[src/rtl/uart_tx_fifo_drain_if.sv]
`default_nettype none
// ============================================================================
//  Module      : uart_tx_fifo_drain_if
//  Description : Read-side handshake between the usb2serial TX FIFO and the
//                UART drain engine.
//                  Fifo_Pop_Flag  FIFO -> drain   4'h0 means empty
//                  Fifo_Dout      FIFO -> drain   head / popped byte
//                  Fifo_Pop       drain -> FIFO   one-cycle pop strobe
//                Modport master = drain engine, slave = FIFO.
//  Revision    : 1.0  initial release
// ============================================================================
interface uart_tx_fifo_drain_if;
    logic [3:0] Fifo_Pop_Flag;
    logic [7:0] Fifo_Dout;
    logic       Fifo_Pop;

    modport master (
        input  Fifo_Pop_Flag,
        input  Fifo_Dout,
        output Fifo_Pop
    );

    modport slave (
        output Fifo_Pop_Flag,
        output Fifo_Dout,
        input  Fifo_Pop
    );
endinterface
`default_nettype wire

[src/rtl/uart_tx_fifo_drain.sv]
`default_nettype none
// ============================================================================
//  Module      : uart_tx_fifo_drain
//  Description : Pops bytes from the TX FIFO one at a time and serialises
//                them onto the UART TX pin (8 data bits, optional parity,
//                1 or 2 stop bits). CTS_n and Tx_En gate frame starts only.
//  Ports       : Clk, Rst_n (async, active-low)
//                Tx_En, Baud_Div, Parity_En, Parity_Odd, Two_Stop, Cts_n
//                fifo (master modport: Fifo_Pop_Flag, Fifo_Dout, Fifo_Pop)
//                Tx, Busy, Tx_Done (all registered)
//  Revision    : 1.0  initial release
// ============================================================================
module uart_tx_fifo_drain #(
    parameter int RD_LATENCY = 0,
    parameter int DIV_W      = 16
) (
    input  logic                 Clk,
    input  logic                 Rst_n,
    input  logic                 Tx_En,
    input  logic [DIV_W-1:0]     Baud_Div,
    input  logic                 Parity_En,
    input  logic                 Parity_Odd,
    input  logic                 Two_Stop,
    input  logic                 Cts_n,
    uart_tx_fifo_drain_if.master fifo,
    output logic                 Tx,
    output logic                 Busy,
    output logic                 Tx_Done
);

    localparam logic [2:0] c_IDLE   = 3'd0;
    localparam logic [2:0] c_POP    = 3'd1;
    localparam logic [2:0] c_WAIT   = 3'd2;
    localparam logic [2:0] c_START  = 3'd3;
    localparam logic [2:0] c_DATA   = 3'd4;
    localparam logic [2:0] c_PARITY = 3'd5;
    localparam logic [2:0] c_STOP   = 3'd6;

    localparam logic [DIV_W-1:0] c_ONE = DIV_W'(1);
    localparam logic [DIV_W-1:0] c_TWO = DIV_W'(2);

    // Index of the WAIT cycle in which the popped byte is valid.
    localparam int         c_WAIT_LAST_I = (RD_LATENCY > 0) ? RD_LATENCY - 1 : 0;
    localparam logic [1:0] c_WAIT_LAST   = c_WAIT_LAST_I[1:0];

    logic [2:0]       state_q,  state_d;
    logic [DIV_W-1:0] baud_q,   baud_d;
    logic [DIV_W-1:0] div_q,    div_d;
    logic [2:0]       bit_q,    bit_d;
    logic [1:0]       wait_q,   wait_d;
    logic             stop2_q,  stop2_d;
    logic [7:0]       shift_q,  shift_d;
    logic             pe_q,     pe_d;
    logic             par_q,    par_d;
    logic             two_q,    two_d;
    logic             tx_q,     tx_d;
    logic             pop_q,    pop_d;
    logic             busy_q,   busy_d;
    logic             done_q,   done_d;
    logic             cts_s1_q, cts_s2_q;

    logic             w_start;
    logic             w_tick;
    logic [DIV_W-1:0] w_div_eff;
    logic [2:0]       w_bit_nxt;

    // Divisors below 2 would give a degenerate bit time.
    assign w_div_eff = (Baud_Div < c_TWO) ? c_TWO : Baud_Div;
    assign w_tick    = (baud_q == '0);
    assign w_bit_nxt = bit_q + 3'd1;

    // CTS_n synchroniser; resets to "not clear" so nothing starts until
    // the real level has propagated through both stages.
    always_ff @(posedge Clk or negedge Rst_n) begin
        if (!Rst_n) begin
            cts_s1_q <= 1'b1;
            cts_s2_q <= 1'b1;
        end else begin
            cts_s1_q <= Cts_n;
            cts_s2_q <= cts_s1_q;
        end
    end

    always_comb begin
        state_d = state_q;
        baud_d  = baud_q;
        div_d   = div_q;
        bit_d   = bit_q;
        wait_d  = wait_q;
        stop2_d = stop2_q;
        shift_d = shift_q;
        pe_d    = pe_q;
        par_d   = par_q;
        two_d   = two_q;
        tx_d    = tx_q;
        pop_d   = 1'b0;
        busy_d  = busy_q;
        done_d  = 1'b0;
        w_start = 1'b0;

        case (state_q)
            c_IDLE: begin
                tx_d = 1'b1;
                if (Tx_En && !cts_s2_q && (fifo.Fifo_Pop_Flag != 4'h0)) begin
                    state_d = c_POP;
                    pop_d   = 1'b1;
                    busy_d  = 1'b1;
                end
            end
            c_POP: begin
                if (RD_LATENCY == 0) begin
                    w_start = 1'b1;
                end else begin
                    state_d = c_WAIT;
                    wait_d  = 2'd0;
                end
            end
            c_WAIT: begin
                if (wait_q == c_WAIT_LAST) begin
                    w_start = 1'b1;
                end else begin
                    wait_d = wait_q + 2'd1;
                end
            end
            c_START: begin
                if (w_tick) begin
                    state_d = c_DATA;
                    bit_d   = 3'd0;
                    baud_d  = div_q - c_ONE;
                    tx_d    = shift_q[0];
                end else begin
                    baud_d = baud_q - c_ONE;
                end
            end
            c_DATA: begin
                if (w_tick) begin
                    baud_d = div_q - c_ONE;
                    if (bit_q == 3'd7) begin
                        if (pe_q) begin
                            state_d = c_PARITY;
                            tx_d    = par_q;
                        end else begin
                            state_d = c_STOP;
                            tx_d    = 1'b1;
                            stop2_d = 1'b0;
                        end
                    end else begin
                        bit_d = w_bit_nxt;
                        tx_d  = shift_q[w_bit_nxt];
                    end
                end else begin
                    baud_d = baud_q - c_ONE;
                end
            end
            c_PARITY: begin
                if (w_tick) begin
                    state_d = c_STOP;
                    baud_d  = div_q - c_ONE;
                    tx_d    = 1'b1;
                    stop2_d = 1'b0;
                end else begin
                    baud_d = baud_q - c_ONE;
                end
            end
            c_STOP: begin
                if (w_tick) begin
                    if (two_q && !stop2_q) begin
                        stop2_d = 1'b1;
                        baud_d  = div_q - c_ONE;
                    end else begin
                        state_d = c_IDLE;
                        busy_d  = 1'b0;
                        done_d  = 1'b1;
                    end
                end else begin
                    baud_d = baud_q - c_ONE;
                end
            end
            default: begin
                state_d = c_IDLE;
                tx_d    = 1'b1;
                busy_d  = 1'b0;
            end
        endcase

        // Frame start: capture the byte and freeze the frame configuration
        // so mid-frame changes on the inputs cannot disturb this frame.
        if (w_start) begin
            state_d = c_START;
            shift_d = fifo.Fifo_Dout;
            div_d   = w_div_eff;
            baud_d  = w_div_eff - c_ONE;
            pe_d    = Parity_En;
            par_d   = (^fifo.Fifo_Dout) ^ Parity_Odd;
            two_d   = Two_Stop;
            tx_d    = 1'b0;
        end
    end

    always_ff @(posedge Clk or negedge Rst_n) begin
        if (!Rst_n) begin
            state_q <= c_IDLE;
            baud_q  <= '0;
            div_q   <= '0;
            bit_q   <= 3'd0;
            wait_q  <= 2'd0;
            stop2_q <= 1'b0;
            shift_q <= 8'h00;
            pe_q    <= 1'b0;
            par_q   <= 1'b0;
            two_q   <= 1'b0;
            tx_q    <= 1'b1;
            pop_q   <= 1'b0;
            busy_q  <= 1'b0;
            done_q  <= 1'b0;
        end else begin
            state_q <= state_d;
            baud_q  <= baud_d;
            div_q   <= div_d;
            bit_q   <= bit_d;
            wait_q  <= wait_d;
            stop2_q <= stop2_d;
            shift_q <= shift_d;
            pe_q    <= pe_d;
            par_q   <= par_d;
            two_q   <= two_d;
            tx_q    <= tx_d;
            pop_q   <= pop_d;
            busy_q  <= busy_d;
            done_q  <= done_d;
        end
    end

    assign fifo.Fifo_Pop = pop_q;
    assign Tx            = tx_q;
    assign Busy          = busy_q;
    assign Tx_Done       = done_q;

endmodule
`default_nettype wire

[src/flat_wrapper.sv]
// flat-port wrapper written by rule: the top's interface ports become plain ports
module uart_tx_fifo_drain_flat 
#(
    parameter int RD_LATENCY = 0,
    parameter int DIV_W      = 16
)
  (Clk, Rst_n, Tx_En, Baud_Div, Parity_En, Parity_Odd, Two_Stop, Cts_n, Tx, Busy, Tx_Done, fifo_Fifo_Pop_Flag, fifo_Fifo_Dout, fifo_Fifo_Pop);
  uart_tx_fifo_drain_if fifo_i ();
  input  logic Clk;
  input  logic Rst_n;
  input  logic Tx_En;
  input  logic [DIV_W-1:0] Baud_Div;
  input  logic Parity_En;
  input  logic Parity_Odd;
  input  logic Two_Stop;
  input  logic Cts_n;
  output logic Tx;
  output logic Busy;
  output logic Tx_Done;
  input wire logic [$bits(fifo_i.Fifo_Pop_Flag)-1:0] fifo_Fifo_Pop_Flag;
  input wire logic [$bits(fifo_i.Fifo_Dout)-1:0] fifo_Fifo_Dout;
  output wire logic [$bits(fifo_i.Fifo_Pop)-1:0] fifo_Fifo_Pop;
  assign fifo_i.Fifo_Pop_Flag = fifo_Fifo_Pop_Flag;
  assign fifo_i.Fifo_Dout = fifo_Fifo_Dout;
  assign fifo_Fifo_Pop = fifo_i.Fifo_Pop;
  uart_tx_fifo_drain #(.RD_LATENCY(RD_LATENCY), .DIV_W(DIV_W)) u_core (.Clk(Clk), .Rst_n(Rst_n), .Tx_En(Tx_En), .Baud_Div(Baud_Div), .Parity_En(Parity_En), .Parity_Odd(Parity_Odd), .Two_Stop(Two_Stop), .Cts_n(Cts_n), .fifo(fifo_i), .Tx(Tx), .Busy(Busy), .Tx_Done(Tx_Done));
endmodule
[config.mk]
export PLATFORM = sky130hd
export DESIGN_NAME = uart_tx_fifo_drain_flat
export DESIGN_NICKNAME = d
export VERILOG_FILES = /design/src/rtl/uart_tx_fifo_drain_if.sv /design/src/rtl/uart_tx_fifo_drain.sv /design/src/flat_wrapper.sv
export SDC_FILE = /design/constraint.sdc
export NUM_CORES = 1
export LEC_CHECK = 0
export CELL_PAD_IN_SITES_DETAIL_PLACEMENT = 1
export CELL_PAD_IN_SITES_GLOBAL_PLACEMENT = 1
export CORE_ASPECT_RATIO = 0.9
export CORE_MARGIN = 2
export CORE_UTILIZATION = 46
export DETAILED_ROUTE_END_ITERATION = 10
export MAX_ROUTING_LAYER = met4
export PLACE_DENSITY = 0.84
export SLEW_MARGIN = 30
export SYNTH_ARGS = -nofsm -noshare
export SYNTH_HDL_FRONTEND = slang
export SYNTH_SLANG_ARGS = --single-unit
export TNS_END_PERCENT = 5
[constraint.sdc]
create_clock -name Clk -period 7 [get_ports Clk]
set_input_delay 1.4 -clock Clk [delete_from_list [all_inputs] [get_ports Clk]]
set_output_delay 1.4 -clock Clk [all_outputs]
set_load 0.005 [all_outputs]
==> impl_metrics.env <==
export IMPL_synth_async_reset_ratio_pct=100
export IMPL_wire_per_inst_um=18.1
export IMPL_yosys_warnings=0
export IMPL_dieArea_um2=8310
export IMPL_swShare_pct=43.3
export IMPL_io_buffers=38
export IMPL_layout_common_cells="97 x nand2_1, 55 x dfrtp_1, 37 x clkdlybuf4s50_1"
export IMPL_dp_worst_setup_slack_ns=3.02
export IMPL_synth_top_cells_by_area="dfrtp_1 39%, nand2_1 10%, o21ai_0 5.0%"
export IMPL_relSlewSlack_pct=45.3
export IMPL_cp_arrival_ns=3.90
export IMPL_critPathCaptureType="flop"
export IMPL_cts_root_buf="clkbuf_8"
export IMPL_clock_path_buffers=2
export IMPL_path_class="in -> reg"
export IMPL_drv_cap=0
export IMPL_grt_first_pass_wirelength_um=16100
export IMPL_p_int_w=0.00106
export IMPL_switchingPower_w=0.000811
export IMPL_fin_ws_ns=3.30
export IMPL_viasPerCell=5.84
export IMPL_max_stage_delay_ns=0.48
export IMPL_synthFlopType="dfrtp_1"
export IMPL_synth_top_area_share_pct=39.4
export IMPL_vias=3119
export IMPL_whs_ns=0.361
export IMPL_clock_sinks=58
export IMPL_drtPass1Iterations=4
export IMPL_synthesis_nets=439
export IMPL_grt_overflow=0
export IMPL_drtIter0Drc=208
export IMPL_yosysTopAreaCell="dfrtp_1"
export IMPL_final_common_cell="nand2_1"
export IMPL_coreArea_um2=7470
export IMPL_clk_pin_slew_ns=0.07
export IMPL_r2r_start="u_core.state_q[2]"
export IMPL_syn_to_final_growth_pct=18.0
export IMPL_io_pins=39
export IMPL_die_h_um=86.7
export IMPL_holdPathEnd="u_core.cts_s2_q"
export IMPL_cts_hold_buf=0
export IMPL_nets=472
export IMPL_crit_slowest_cell="nor4_1"
export IMPL_cts_tree="done"
export IMPL_holdPathStages=0
export IMPL_die_width_um=95.9
export IMPL_peakVddDrop_mv=0.206
export IMPL_finalSetupTns_ns=0
export IMPL_final_antenna_net_count=0
export IMPL_syn_area_per_cell_um2=8.74
export IMPL_cts_max_level=3
export IMPL_p_clk_share_pct=19.2
export IMPL_finalCritPeriodShare_pct=52.9
export IMPL_insertion_delay_ns=0.35
export IMPL_worstHoldStart="u_core.cts_s1_q"
export IMPL_syn_inst=400
export IMPL_powerDensity_nw_per_um2=454
export IMPL_ys_types=66
export IMPL_path_cells="clkdlybuf4s50_1 -> nor4_1 -> nand4_1 -> a21o_2 -> nand2_1 -> ha_1 -> o2111ai_1 -> nor3_1 -> xnor2_1 -> o21ai_0"
export IMPL_finalMaxSlewViolations=0
export IMPL_fin_worst_skew_ns=0.0109
export IMPL_place_congestion=0.850
export IMPL_rows=30
export IMPL_hpwl_um=6610
export IMPL_seqPwrFrac_pct=33.6
export IMPL_wl_um=9650
export IMPL_ff2ff_setup_slack_ns=3.58
export IMPL_seq_area_frac_synth_pct=41.6
export IMPL_track_usage_pct=26.3
export IMPL_synth_edff_count=0
export IMPL_drive_gt1_share_pct=11.6
export IMPL_place_area_um2=3890
export IMPL_fmax_mhz=270
export IMPL_cts_resized=0
export IMPL_grt_pass1_vias=3219
export IMPL_power_w=0.00187
export IMPL_outcome="finished clean"
export IMPL_cp_data_required_time_ns=7.20
export IMPL_antenna_cells=0
export IMPL_synth_area_um2=3500
export IMPL_drc=0
export IMPL_min_period_ns=3.70
export IMPL_hold_violations=0
export IMPL_combinationalPowerShare_pct=47.3
export IMPL_crit_fanout=4
export IMPL_fillers=903
export IMPL_rsz0062_at_grt="no"
export IMPL_antenna_found_initial=0
export IMPL_power_leakage_nw=1.72
export IMPL_cts_made_buffers=9
export IMPL_final_cell_area_um2=4120
export IMPL_post_cts_buffers=0
export IMPL_r2r_end="u_core.baud_q[9]"
export IMPL_tightest_slew_ns=0.817
export IMPL_initial_core_util_pct=46.8
export IMPL_grt_max_degree=59
export IMPL_start_kind="input port"
export IMPL_ys_seq_elements=58
export IMPL_hp_class="reg -> reg"
export IMPL_setup_violations=0
export IMPL_reg2regPathDepth=7
## power groups by stage
stage | Combinational (W) | Sequential, W | Clock [W]
3_3_place_gp | 0.000837 | 0.000619 | 0
2_1_floorplan | 0.000735 | 0.000561 | 0
5_1_grt | 0.000992 | 0.000647 | 0.000380
6_report | 0.000885 | 0.000628 | 0.000359
4_1_cts | 0.000889 | 0.000625 | 0.000366
3_5_place_dp | 0.000877 | 0.000626 | 0
## kinds of logic (layout without fill, tap and decap cells)
| family | after synthesis | count (layout) | share of synthesized area [%] |
|---|---|---|---|
| AO/OA/AOI/OAI | 102 | 102 | 19.5 |
| buffers and inverters | 26 | 64 | 4.26 |
| adder cells (fa/ha/maj) | 4 | 4 | 1.43 |
| XOR/XNOR | 16 | 16 | 4.01 |
| multiplexers | 8 | 8 | 3.11 |
| AND/OR/NAND/NOR | 186 | 186 | 26.1 |
| flip-flops | 58 | 58 | 41.6 |
## worst max-delay path: cells and delay by family
kind	cells	cell delay, ns
AND/OR/NAND/NOR	4	1.03
adder cells (fa/ha/maj)	1	0.18
AO/OA/AOI/OAI	3	0.66
XOR/XNOR	1	0.16
buffers and inverters	1	0.47
## registers in the layout, indices dropped and copies added, names as in the netlist, 2 cells and up
signal / cells
u_core.baud_q: 16
u_core.div_q: 16
u_core.shift_q: 8
u_core.bit_q: 3
u_core.state_q: 3
u_core.wait_q: 2
## layer usage
metal	vias up	global-route usage [%]	routed length [um]
met1	1558	34.0	4370
met5	-	-	0
li1	1485	-	-
met4	0	5.97	125
met2	66	42.0	4800
met3	10	6.26	356
## through the flow
stage,std cells,utilization (%)
detailed placement,518,52.1
global placement,518,52.1
floorplan,400,-
CTS,534,55.2
global route,534,55.2
finish,534,55.2
## worst max path at each step
stage	startpoint	endpoint	slack, ns	cells after the start
3_5_place_dp	Baud_Div[15]	u_core.baud_q[12]	3.02	10
3_3_place_gp	Baud_Div[9]	u_core.baud_q[10]	3.05	10
6_report	Baud_Div[9]	u_core.baud_q[10]	3.30	10
2_1_floorplan	Baud_Div[13]	u_core.baud_q[9]	3.97	7
5_1_grt	Baud_Div[9]	u_core.baud_q[10]	3.05	10
4_1_cts	Baud_Div[9]	u_core.baud_q[10]	3.32	10
## layout make-up
class | instances | area (um^2) | share of cell area, %
well taps | 96 | 120 | 2.91
inverters | 6 | 22.5 | 0.546
clock inverters | 4 | 73.8 | 1.79
flip-flops and latches | 58 | 1460 | 35.3
clock buffers | 12 | 155 | 3.76
multi-input cells | 316 | 1890 | 45.9
repair buffers | 42 | 405 | 9.83
## Yosys cell counts (3+ instances only)
cell type   n
nand2b_1    3
a211oi_1    3
ha_1        4
nor2_1     28
mux2i_1     3
mux2_2      3
o31ai_1     3
nand3b_1    5
o21ai_0    35
or2_2       4
nor4_1      7
a31oi_1     7
nand2_1    97
xnor2_1    13
buf_2       4
a22oi_1     3
o21a_1      6
a21oi_1    20
dfstp_2     3
nor3_1     11
nand3_1    12
clkbuf_1    7
dfrtp_1    55
buf_4       3
inv_1       6
xor2_1      3
Note: power is estimated with default switching activity, not from simulation.
